==> src/rtl/apb_bridge_pkg.sv <==
// Shared types and helpers for the APB memory bridge and related APB peripherals.
package apb_bridge_pkg;

  typedef enum logic [2:0] {
    IDLE    = 3'd0,
    WAIT    = 3'd1,
    ISSUE   = 3'd2,
    CAPTURE = 3'd3,
    RESP    = 3'd4
  } state_t;

  localparam int unsigned ERR_CNT_W = 8;

  // Bank index is the part of the APB address above the in-bank word address.
  function automatic int unsigned bank_of(input logic [31:0] paddr, input int unsigned bank_aw);
    return int'(paddr >> bank_aw);
  endfunction

endpackage

==> src/rtl/apb_wait_counter.sv <==
// Loadable down-counter with a registered zero flag; stops at zero.
module apb_wait_counter #(
  parameter int unsigned W = 4
) (
  input  logic         clk,
  input  logic         reset,
  input  logic         load,
  input  logic [W-1:0] load_val,
  input  logic         dec,
  output logic [W-1:0] value,
  output logic         zero
);

  always_ff @(posedge clk) begin
    if (reset) begin
      value <= '0;
      zero  <= 1'b1;
    end else if (load) begin
      value <= load_val;
      zero  <= (load_val == '0);
    end else if (dec && !zero) begin
      value <= value - W'(1);
      zero  <= (value == W'(1));
    end
  end

endmodule

==> src/rtl/apb_mem_bridge.sv <==
// APB slave bridging each transfer onto one of NUM_BANKS memory channels,
// with programmable wait states, unmapped-address errors and abort handling.
module apb_mem_bridge
  import apb_bridge_pkg::*;
#(
  parameter int unsigned ADDR_W    = 8,
  parameter int unsigned DATA_W    = 32,
  parameter int unsigned NUM_BANKS = 2,
  parameter int unsigned BANK_AW   = 6,
  parameter int unsigned MAX_WAIT  = 15,
  parameter int unsigned WAIT_W    = $clog2(MAX_WAIT + 1)
) (
  input  logic                        clk,
  input  logic                        reset,
  input  logic                        psel,
  input  logic                        penable,
  input  logic                        pwrite,
  input  logic [ADDR_W-1:0]           paddr,
  input  logic [DATA_W-1:0]           pwdata,
  input  logic [WAIT_W-1:0]           wait_cfg,
  output logic [DATA_W-1:0]           prdata,
  output logic                        pready,
  output logic                        pslverr,
  output logic [NUM_BANKS-1:0]        mem_wren,
  output logic [NUM_BANKS-1:0]        mem_rden,
  output logic [BANK_AW-1:0]          mem_addr,
  output logic [DATA_W-1:0]           mem_wdata,
  input  logic [NUM_BANKS*DATA_W-1:0] mem_rdata,
  output logic [ERR_CNT_W-1:0]        err_cnt
);

  localparam int unsigned BANK_W = (NUM_BANKS > 1) ? $clog2(NUM_BANKS) : 1;

  state_t              state, state_n;
  logic                wr_q, bad_q;
  logic [BANK_AW-1:0]  addr_q;
  logic [DATA_W-1:0]   wdata_q;
  logic [BANK_W-1:0]   bank_q;

  logic                setup, dec, cnt_zero, bad_c;
  logic [WAIT_W-1:0]   load_val, cnt_val;
  int unsigned         bank_c;
  logic [DATA_W-1:0]   rdata_sel;

  logic [DATA_W-1:0]    prdata_n, mem_wdata_n;
  logic                 pready_n, pslverr_n;
  logic [NUM_BANKS-1:0] wren_n, rden_n;
  logic [BANK_AW-1:0]   mem_addr_n;
  logic [ERR_CNT_W-1:0] err_cnt_n;

  assign setup    = (state == IDLE) && psel && !penable;
  assign load_val = (32'(wait_cfg) > MAX_WAIT) ? WAIT_W'(MAX_WAIT) : wait_cfg;
  assign bank_c   = bank_of(32'(paddr), BANK_AW);
  assign bad_c    = (bank_c >= NUM_BANKS);

  apb_wait_counter #(.W(WAIT_W)) u_wait (
    .clk      (clk),
    .reset    (reset),
    .load     (setup),
    .load_val (load_val),
    .dec      (dec),
    .value    (cnt_val),
    .zero     (cnt_zero)
  );

  // Read-data mux over the per-bank return buses.
  always_comb begin
    rdata_sel = '0;
    for (int unsigned b = 0; b < NUM_BANKS; b++) begin
      if (32'(bank_q) == b) rdata_sel = mem_rdata[b*DATA_W +: DATA_W];
    end
  end

  always_comb begin
    state_n     = state;
    dec         = 1'b0;
    prdata_n    = '0;
    pready_n    = 1'b0;
    pslverr_n   = 1'b0;
    wren_n      = '0;
    rden_n      = '0;
    mem_addr_n  = mem_addr;
    mem_wdata_n = mem_wdata;
    err_cnt_n   = err_cnt;

    case (state)
      IDLE:    if (setup) state_n = WAIT;
      WAIT: begin
        if (!psel)          state_n = IDLE;
        else if (!cnt_zero) dec = 1'b1;
        else if (bad_q)     state_n = RESP;
        else                state_n = ISSUE;
      end
      ISSUE:   state_n = !psel ? IDLE : (wr_q ? RESP : CAPTURE);
      CAPTURE: state_n = !psel ? IDLE : RESP;
      RESP:    state_n = IDLE;
      default: state_n = IDLE;
    endcase

    // Outputs are computed for the state being entered so they appear registered in it.
    if (state_n == ISSUE) begin
      if (wr_q) wren_n = NUM_BANKS'(1) << bank_q;
      else      rden_n = NUM_BANKS'(1) << bank_q;
      mem_addr_n  = addr_q;
      mem_wdata_n = wdata_q;
    end
    if (state == CAPTURE && state_n == RESP) prdata_n = rdata_sel;
    if (state_n == RESP) begin
      pready_n  = 1'b1;
      pslverr_n = bad_q;
      if (bad_q && err_cnt != '1) err_cnt_n = err_cnt + ERR_CNT_W'(1);
    end
  end

  always_ff @(posedge clk) begin
    if (reset) begin
      state     <= IDLE;
      prdata    <= '0;
      pready    <= 1'b0;
      pslverr   <= 1'b0;
      mem_wren  <= '0;
      mem_rden  <= '0;
      mem_addr  <= '0;
      mem_wdata <= '0;
      err_cnt   <= '0;
      wr_q      <= 1'b0;
      bad_q     <= 1'b0;
      addr_q    <= '0;
      wdata_q   <= '0;
      bank_q    <= '0;
    end else begin
      state     <= state_n;
      prdata    <= prdata_n;
      pready    <= pready_n;
      pslverr   <= pslverr_n;
      mem_wren  <= wren_n;
      mem_rden  <= rden_n;
      mem_addr  <= mem_addr_n;
      mem_wdata <= mem_wdata_n;
      err_cnt   <= err_cnt_n;
      if (setup) begin
        wr_q    <= pwrite;
        addr_q  <= paddr[BANK_AW-1:0];
        wdata_q <= pwdata;
        bank_q  <= BANK_W'(bank_c);
        bad_q   <= bad_c;
      end
    end
  end

endmodule

==> config.mk <==
export PLATFORM = sky130hd
export DESIGN_NAME = apb_mem_bridge
export DESIGN_NICKNAME = d
export VERILOG_FILES = /design/src/rtl/apb_bridge_pkg.sv /design/src/rtl/apb_wait_counter.sv /design/src/rtl/apb_mem_bridge.sv
export SDC_FILE = /design/constraint.sdc
export NUM_CORES = 1
export LEC_CHECK = 0
export ABC_AREA = 1
export CAP_MARGIN = 30
export CORE_ASPECT_RATIO = 1.25
export CORE_MARGIN = 2
export CORE_UTILIZATION = 30
export CTS_BUF_LIST = sky130_fd_sc_hd__clkbuf_16
export DETAILED_ROUTE_END_ITERATION = 8
export RECOVER_POWER = 50
export SETUP_SLACK_MARGIN = 0.2
export SYNTH_ARGS = -nofsm -noshare
export SYNTH_HDL_FRONTEND = slang
export SYNTH_SLANG_ARGS = --single-unit
==> constraint.sdc <==
create_clock -name clk -period 4.05 [get_ports clk]
set_input_delay 0.81 -clock clk [delete_from_list [all_inputs] [get_ports clk]]
set_output_delay 0.81 -clock clk [all_outputs]
set_load 0.05 [all_outputs]
# Word-level counts from Yosys, hierarchy flattened
# Index checks and enable logic that the tools add are counted.
[totals]
regBits = 133
in_bits = 113
wordCells = 63
[op_classes]
addsub = 2
n_lt_le_gt_ge = 1
eq_ne = 7
n_shift = 1
n_mux = 17
n_bitwise = 4
n_reduce_logical = 15
[ops]
columns = ["operator", "n"]
rows = [
  ["32-bit two-way mux", 1],
  ["3-bit two-way mux", 7],
  ["3-bit one-hot mux with 4 select lines", 1],
  ["3-bit by 2-bit equality test with 1-bit output (second input constant)", 3],
  ["8-bit by 1-bit adder with 8-bit output (second input constant)", 1],
  ["4-bit two-way mux", 2],
  ["8-bit != test (second input constant)", 1],
  ["1-bit two-way mux", 6],
  ["3-bit OR reduction", 2],
  ["1-bit logical AND", 5],
  ["4-bit by 1-bit equality test with 1-bit output (second input constant)", 1],
  ["4-bit logical NOT", 1],
  ["1-bit NOT", 4],
  ["2-bit OR reduction", 2],
  ["4-bit by 1-bit subtractor with 4-bit output (second input constant)", 1],
  ["3-bit by 1-bit equality test with 1-bit output (second input constant)", 1],
  ["3-bit equality test (second input constant)", 1],
  ["3-bit logical NOT", 1],
  ["2-bit >= comparator (second input constant)", 1],
  ["1-bit logical NOT", 2],
  ["2-bit AND reduction", 1],
  ["2-bit nonzero test", 1],
  ["1-bit by 1-bit left shift with 2-bit output (first input constant)", 1],
]

# Depth between registers and ports, before layout
# Gate-level depths: netlist of the first run.
[logic_depth]
depth_word = 9
ltp_mapped = 10
depth_no_buf = 9

# Hierarchy
# Synthesis of the first run repeated with hierarchy kept, for this count alone.
[hier_totals]
hier_cells = 655
area_unflattened_um2 = 4969.8
[by_module_without_submodules]
columns = ["module", "instances", "cells_per_inst", "area_each_um2", "seq_area_each_um2"]
rows = [
  ["apb_mem_bridge", 1, 603, 4633.2, 2562.5],
  ["apb_wait_counter", 1, 52, 336.6, 100.1],
]

# Least setup slack after synthesis of the first run
# OpenSTA, ideal clock, no wires.
[synth_path]
path_kind = "reg-to-reg"
from = "register err_cnt[1]"
to = "register err_cnt[7]"
arrival_ns = 1.660
required_time_ns = 3.980
path_slack_ns = 2.320
path_stages_with_launch = 8
path_buffers = 0
period_less_slack_ns = 1.730
path_cell_list = "dfxtp_1 ha_1 nand2_1 nor2_1 a21oi_2 nand2_1 nand2_1 a21oi_1"
[synth_via]
elab_chain_len = 3
[synth_rtl]
columns = ["item", "line_no", "text"]
rows = [
  ["from (decl)", "apb_mem_bridge.sv:29", "output logic [ERR_CNT_W-1:0] err_cnt"],
  ["from (signal assigned)", "apb_mem_bridge.sv:140", "err_cnt <= err_cnt_n;"],
  ["branches (longest 3 deep; another with 8-bit by 1-bit adder with 8-bit output)", "-", ""],
]
# Parallel ways; which one is timed is not known.
# A chain may end at the register's enable or synchronous reset.

# Worst setup path in the final report of the first run
[layout_path]
from = "input port psel"
to = "register wdata_q[26]"
[layout_via]
elab_chain_len = 2
[layout_rtl]
columns = ["item", "line_no", "text"]
rows = [
  ["from (decl)", "apb_mem_bridge.sv:15", "input logic psel,"],
  ["1-bit logical AND (2 in series)", "apb_mem_bridge.sv:51", "assign setup = (state == IDLE) && psel && !penable;"],
  ["to (signal assigned)", "apb_mem_bridge.sv:144", "wdata_q <= pwdata;"],
  ["to (decl)", "apb_mem_bridge.sv:37", "logic [DATA_W-1:0] wdata_q;"],
]
# No other way between the ends.

==> summary.md, run 1 <==
| Metric | Value |
|---|---|
| Outcome | `completed` |
| PostCTS Resize Cnt | `0` |
| Post-Syn Area per Cell | `between 8 and 9 sq um` |
| GR Util met3 | `0.04745` |
| Hold Crit Start | `addr_q[0]` |
| RSZ-0062 raised after global routing | `no` |
| Mapped Cells | `609` |
| Global Route met2 Usage | `0.2603` |
| Synth top area cells | `dfxtp_1, nor2_1, o21ai_0` |
| Total gr overflow | `0` |
| Element type at the critical path start | `input port` |
| Hold Crit Class | `register to register` |
| # setup viols final | `0` |
| Met1 track demand over resource | `0.1909` |
| Clock sink total | `133` |
| Area Growth Syn to Fin | `55.08%` |
| Min setup slack post-route | `985.6 ps` |
| Final antenna-violating net count | `0` |
| Seq/Total Area, Yosys | `0.5367` |
| Reg2Reg Setup Slack | `about 1700 ps` |
| Final Skew | `6.740 ps` |
| Worst-margin pin slew | `1204 ps` |
| Root Driver | `clkbuf_16` |
| Via density | `4.371` |
| Antenna violations before repair | `0` |
| I/O pin total | `197` |
| Worst vdd ir | `0.2429 mV` |
| # rows | `52` |
| CTS Buf Count | `17` |
| Worst EP arrival | `roughly 3400 ps` |
| Reg2Reg Launch Point | `state[0]` |
| Most frequent cells in the layout | `nor2_1, dfxtp_1, clkdlybuf4s50_1, o21ai_0, dlygate4sd3_1` |
| Setup CP Type | `input port to register` |
| TritonCTS clock tree | `built` |
| Synthesis Warnings | `0` |
| Clock Latency Late Sink | `between 400 and 500 ps` |
| R2r endpoint | `wdata_q[26]` |
| Die H | `147.8 microns` |
| Setup TNS | `0 ps` |
| Period Utilization, post-route | `0.7566` |
| H-tree depth | `4` |
| Mapped Area | `4961 sq um` |
| Worst R2R Path Depth | `6` |
| # fillers | `1,576` |
| Detailed Route WL | `13.44 mm` |
| Cts hold-fix bufs | `0` |
| Post-route minimum period | `3064 ps` |
| Final GP Congestion | `0.7640` |
| Hold path endpoint | `mem_addr[0]` |
| Post-synth cell types | `25` |
| Max-cap violations | `0` |
| P_leak | `3.346 nW` |
| Initial Util | `0.3062` |
| CTS max path bufs | `2` |
| Yosys top cell area share | `0.5367` |
| Ant diodes | `0` |
| Setup crit end kind | `register` |
| Hold Crit Depth | `2` |
| Largest net degree at the start of global routing | `57` |
| GR Util All Layers | `0.1562` |
| GRT Max-Usage Layer | `met2` |
| Via count | `4,476` |
| Die Area | `roughly 18,000 sq um` |
| Fmax achieved | `0.3263 GHz` |
| Critical path data required time | `4400 ps` |
| Crit Path Max Fanout | `24` |
| Initial drt markers | `224` |
| Clock slew at reported path FFs | `60 ps` |
| PortBufs | `196` |
| Final #Nets | `911` |
| Slew headroom | `0.1976` |
| Postcts setup bufs | `0` |
| #FFs+latches synth | `approximately 130` |
| Chip Width | `119.0 microns` |
| Core Area | `16,200 sq um` |
| Pins Over Slew Limit | `0` |
| Post-Syn Nets | `725` |
| Share of cells above drive strength 1 | `0.05817` |
| Pre-CTS setup slack | `993.5 ps` |
| DRC viols | `0` |
| First-pass GRT wire length | `approximately 22 mm` |
| DP Wirelength | `slightly above 9 mm` |
| Vias in the first global route | `4,357` |
| Post-synth top area cell | `dfxtp_1` |
| Pwr per Cell Area | `436.2 nW/um^2` |
| WL per Instance | `roughly 13 microns` |
| 1st-pass router iterations | `4` |
| Leading cell type in the layout, fill and taps excluded | `nor2_1` |
| Hold Vio Cnt, Final | `0` |
[cell type report]
| cell class | count | area (sq um) | share of cell area |
|---|---|---|---|
| clock buffer | 17 | 425.4 | 0.05529 |
| clock inverter | 15 | 201.4 | 0.02618 |
| inverter | 25 | 93.84 | 0.01220 |
| multi-input combinational | 417 | 2031 | 0.2639 |
| sequential | 133 | 2664 | 0.3462 |
| tap | 216 | 270.3 | 0.03513 |
| timing repair buffer | 201 | 2008 | 0.2610 |
[worst max-delay path, cell delays in order]
cell	delay, ps
dlygate4sd3_1	600
inv_1	110
nor2_1	150
nand3_2	90
inv_1	480
clkbuf_1	940
nor2_1	80
nor2_1	140
[Yosys cell counts]
library cell / n
clkbuf_1: 19
nor2_2: 3
buf_6: 5
nand3_1: 22
nand4_1: 2
nand3b_1: 1
nor3_2: 1
ha_1: 3
mux2i_1: 32
o21ai_0: 84
nor2_1: 207
buf_2: 10
nand2_4: 2
inv_2: 3
dfxtp_1: 133
nand2_1: 38
xnor2_1: 2
nor2_4: 1
inv_1: 22
o21ai_1: 1
nor3_1: 1
a21oi_1: 13
xor2_1: 2
nand3_4: 1
a21oi_2: 1
[power by group]
part / leakage, nW / switching (mW) / internal, mW
Combinational: 1.96 / 0.171 / 0.171
Clock: 0.300 / 0.595 / 1.03
Sequential: 1.08 / 0.0295 / 1.36
[logic make-up (layout without fill, tap and decap cells)]
group | count (synthesis) | after routing | synth area share
and+or+nand+nor | 279 | 279 | 0.2288
muxes | 32 | 32 | 0.06457
AOI/OAI and AO/OA | 99 | 99 | 0.1006
xor gates and xnor gates | 4 | 4 | 0.007063
adders and majority gates | 3 | 3 | 0.007567
buffers and inverters | 59 | 258 | 0.05473
DFF | 133 | 133 | 0.5367
[how the worst max path moves through the flow]
stage	start	slack (ps)	end
after floorplan	err_cnt[1]	2320	err_cnt[7]
after global placement	psel	1080	mem_wdata[30]
after detailed placement	psel	990	mem_wdata[23]
after CTS	psel	1420	mem_wdata[23]
after global routing	psel	660	wdata_q[20]
final	psel	990	wdata_q[26]
[metrics by stage]
stage               area (sq um)  power (mW)  utilization  std cells  hold WS (ps)
floorplan                   4961       1.591            -        609         454.7
global placement            7058       1.762       0.4357        991         462.3
detailed placement          7078       1.766       0.4369        992         469.8
CTS                         7705       3.410       0.4756       1024         484.5
global route                7694       3.501       0.4749       1024         497.3
finish                      7694       3.356       0.4749       1024         477.6
[sequential cells by signal (all words and copies together) (netlist names)]
name,count
state,3
prdata,32
mem_rden,2
addr_q,6
mem_addr,6
mem_wdata,32
pslverr,1
bad_q,1
wr_q,1
pready,1
u_wait.zero,1
wdata_q,32
u_wait.value,4
mem_wren,2
bank_q,1
err_cnt,8
[per-layer routing]
layer,vias up,share of wire
li1,2325,-
met3,11,0.066
met1,1978,0.45
met5,-,0
met4,0,0.013
met2,162,0.47
Note: power is estimated with default switching activity, not from simulation.
==> run 2: changes to the inputs <==
clock period = 3.2 ns   (was 4.05 ns; I/O delays follow)
==> run 2 against run 1 <==
Flip-flop and latch count stayed put. Cell area is 0.78% lower. Register-to-register slack worse by 600 ps. Die area stayed put. Critical path type unchanged. Largest power group unchanged.
==> summary.md, run 2 (synthesis results as in run 1) <==
| Metric | Value |
|---|---|
| Outcome | `completed (unchanged)` |
| Fmax achieved | `between 0.4 and 0.5 GHz` |
| Hold Crit Depth | `2 (unchanged)` |
| Worst R2R Path Depth | `6 (unchanged)` |
| TritonCTS clock tree | `built (unchanged)` |
| CP top delay family | `buffers and inverters (unchanged)` |
| # fillers | `1,581 (was 1,576)` |
| Hold Crit Class | `register to register (unchanged)` |
| GR Util All Layers | `0.1565 (was 0.1562)` |
| RSZ-0062 raised after global routing | `no (unchanged)` |
| I/O pin total | `197 (unchanged)` |
| WL per Instance | `13.18 microns (was 13.13 microns)` |
| Reg2Reg Launch Point | `state[2] (was state[0])` |
| Leading cell type in the layout, fill and taps excluded | `nor2_1 (unchanged)` |
| Reg2Reg Setup Slack | `1100 ps (was 1700 ps)` |
| Final Skew | `8.624 ps (was 6.740 ps)` |
| Setup TNS | `0 ps (unchanged)` |
| Final #Nets | `914 (was 911)` |
| Initial Util | `0.3062 (unchanged)` |
| Hold Crit Start | `wdata_q[11] (was addr_q[0])` |
| Via density | `4.372 (was 4.371)` |
| CP Cell Sequence | `dlygate4sd3_1 > inv_1 > nor3_1 > inv_1 > nor2_1 > nor2_1 (was dlygate4sd3_1 > inv_1 > nor2_1 > nand3_2 > inv_1 > clkbuf_1 > nor2_1 > nor2_1)` |
| Setup CP Type | `input port to register (unchanged)` |
| PortBufs | `196 (unchanged)` |
| Hold Vio Cnt, Final | `0 (unchanged)` |
| Root Driver | `clkbuf_16 (unchanged)` |
| Clock Latency Late Sink | `410 ps (about the same)` |
| Largest regs | `mem_wdata: 32 flops, prdata: 32 flops, wdata_q: 32 flops (unchanged)` |
| CTS Buf Count | `17 (unchanged)` |
| Final GP Congestion | `0.7680 (was 0.7640)` |
| 1st-pass router iterations | `4 (unchanged)` |
| Most frequent cells in the layout | `nor2_1, clkdlybuf4s50_1, dfxtp_1, o21ai_0, nand2_1 (was nor2_1, dfxtp_1, clkdlybuf4s50_1, o21ai_0, dlygate4sd3_1)` |
| R2r endpoint | `mem_wdata[13] (was wdata_q[26])` |
| Hold path endpoint | `mem_wdata[11] (was mem_addr[0])` |
| Pre-CTS setup slack | `784.9 ps (was 993.5 ps)` |
| Die H | `147.8 microns (unchanged)` |
| Worst hold slack | `480.8 ps (was 477.6 ps)` |
| Critical path data required time | `3490 ps (was 4400 ps)` |
| Total gr overflow | `0 (unchanged)` |
| Ant diodes | `0 (unchanged)` |
| Pins Over Slew Limit | `0 (unchanged)` |
| Power Total | `4.003 mW (was 3.356 mW)` |
| Largest net degree at the start of global routing | `42 (was 57)` |
| First-pass GRT wire length | `21.77 mm (was 21.76 mm)` |
| Min setup slack post-route | `731.1 ps (was 985.6 ps)` |
| Via count | `4,490 (was 4,476)` |
| Post-route minimum period | `2469 ps` |
| Max stage delay on crit path | `680 ps (was 940 ps)` |
| Setup crit end kind | `register (unchanged)` |
| Period Utilization, post-route | `0.7715` |
| Worst vdd ir | `0.2563 mV (was 0.2429 mV)` |
| Detailed Route WL | `13.54 mm (was 13.44 mm)` |
| Fin area | `7634 sq um (was 7694 sq um)` |
| CTS max path bufs | `2 (unchanged)` |
| Chip Width | `119.0 microns (unchanged)` |
| Final antenna-violating net count | `0 (unchanged)` |
| Clock slew at reported path FFs | `50 ps (was 60 ps)` |
| Slowest-stage cell, CP | `inv_1 (was clkbuf_1)` |
| Slew headroom | `0.07305 (was 0.1976)` |
| Cell Area, Placed | `7121 sq um (was 7078 sq um)` |
| PostCTS Resize Cnt | `0 (unchanged)` |
| P_leak | `3.074 nW (was 3.346 nW)` |
| DP Wirelength | `9.525 mm (was 9.178 mm)` |
| H-tree depth | `4 (unchanged)` |
| Core Area | `16,200 sq um (unchanged)` |
| # setup viols final | `0 (unchanged)` |
| Postcts setup bufs | `0 (unchanged)` |
| # rows | `52 (unchanged)` |
| Area Growth Syn to Fin | `53.87% (was 55.08%)` |
| Die Area | `17,590 sq um (unchanged)` |
| Fin util | `0.4712 (was 0.4749)` |
| Worst EP arrival | `2760 ps (was 3410 ps)` |
| Max-cap violations | `0 (unchanged)` |
| Pwr per Cell Area | `524.4 nW/um^2 (was 436.2 nW/um^2)` |
| Layout Cells excl Fill | `1,027 (was 1,024)` |
| Post-Place Cells | `995 (was 992)` |
| Buf/Inv on CP | `3 (was 4)` |
| Cts hold-fix bufs | `0 (unchanged)` |
| Element type at the critical path start | `input port (unchanged)` |
| Antenna violations before repair | `0 (unchanged)` |
| Vias in the first global route | `4,288 (was 4,357)` |
| Crit Path Max Fanout | `39 (was 24)` |
| Initial drt markers | `229 (was 224)` |
| DRC viols | `0 (unchanged)` |
| Worst-margin pin slew | `1389 ps (was 1204 ps)` |
| Share of cells above drive strength 1 | `0.05179 (was 0.05817)` |
| Clock sink total | `133 (unchanged)` |
## run 2: changes by cell type in the layout (fill, tap and decap cells not counted), moves of 3 or more
| cell | change |
|---|---|
| clkdlybuf4s50_1 | +77 |
| dlygate4sd3_1 | -77 |
| inv_1 | +4 |
| inv_6 | -3 |
## run 2: worst max path at each step
stage	from	to	depth (start not counted)
global route	psel	mem_wdata[3]	6
CTS	err_cnt[2]	err_cnt[2]	1
finish	psel	mem_wdata[13]	6
detailed placement	psel	wdata_q[7]	8
floorplan	err_cnt[1]	err_cnt[7]	7
global placement	psel	wdata_q[21]	7
## run 2: power by group
group / leakage (nW) / switching [mW] / internal (mW)
Clock: 0.278 / 0.685 / 1.12
Sequential: 1.08 / 0.0382 / 1.72
Combinational: 1.71 / 0.215 / 0.227
Total: 3.07 / 0.938 / 3.07
## run 2: cell type report
type | instances | area [sq um] | share of cell area
well taps | 216 | 270.3 | 0.03540
flip-flops and latches | 133 | 2664 | 0.3490
inverters | 25 | 93.84 | 0.01229
clock inverters | 15 | 125.1 | 0.01639
repair buffers | 204 | 2048 | 0.2683
multi-input cells | 417 | 2007 | 0.2629
clock buffers | 17 | 425.4 | 0.05573
## run 2: tightest hold or removal path: cells and delay by family, from the launching register on
family,cells,cell delay (ps)
and+or+nand+nor,2,130
DFF,1,320
## run 2: layer usage
layer,vias up,part of all wire,track usage
met5,-,0,0
met1,1978,0.43,0.1856
met2,160,0.49,0.2672
met3,10,0.068,0.05517
li1,2342,-,-
met4,0,0.0099,0.04464
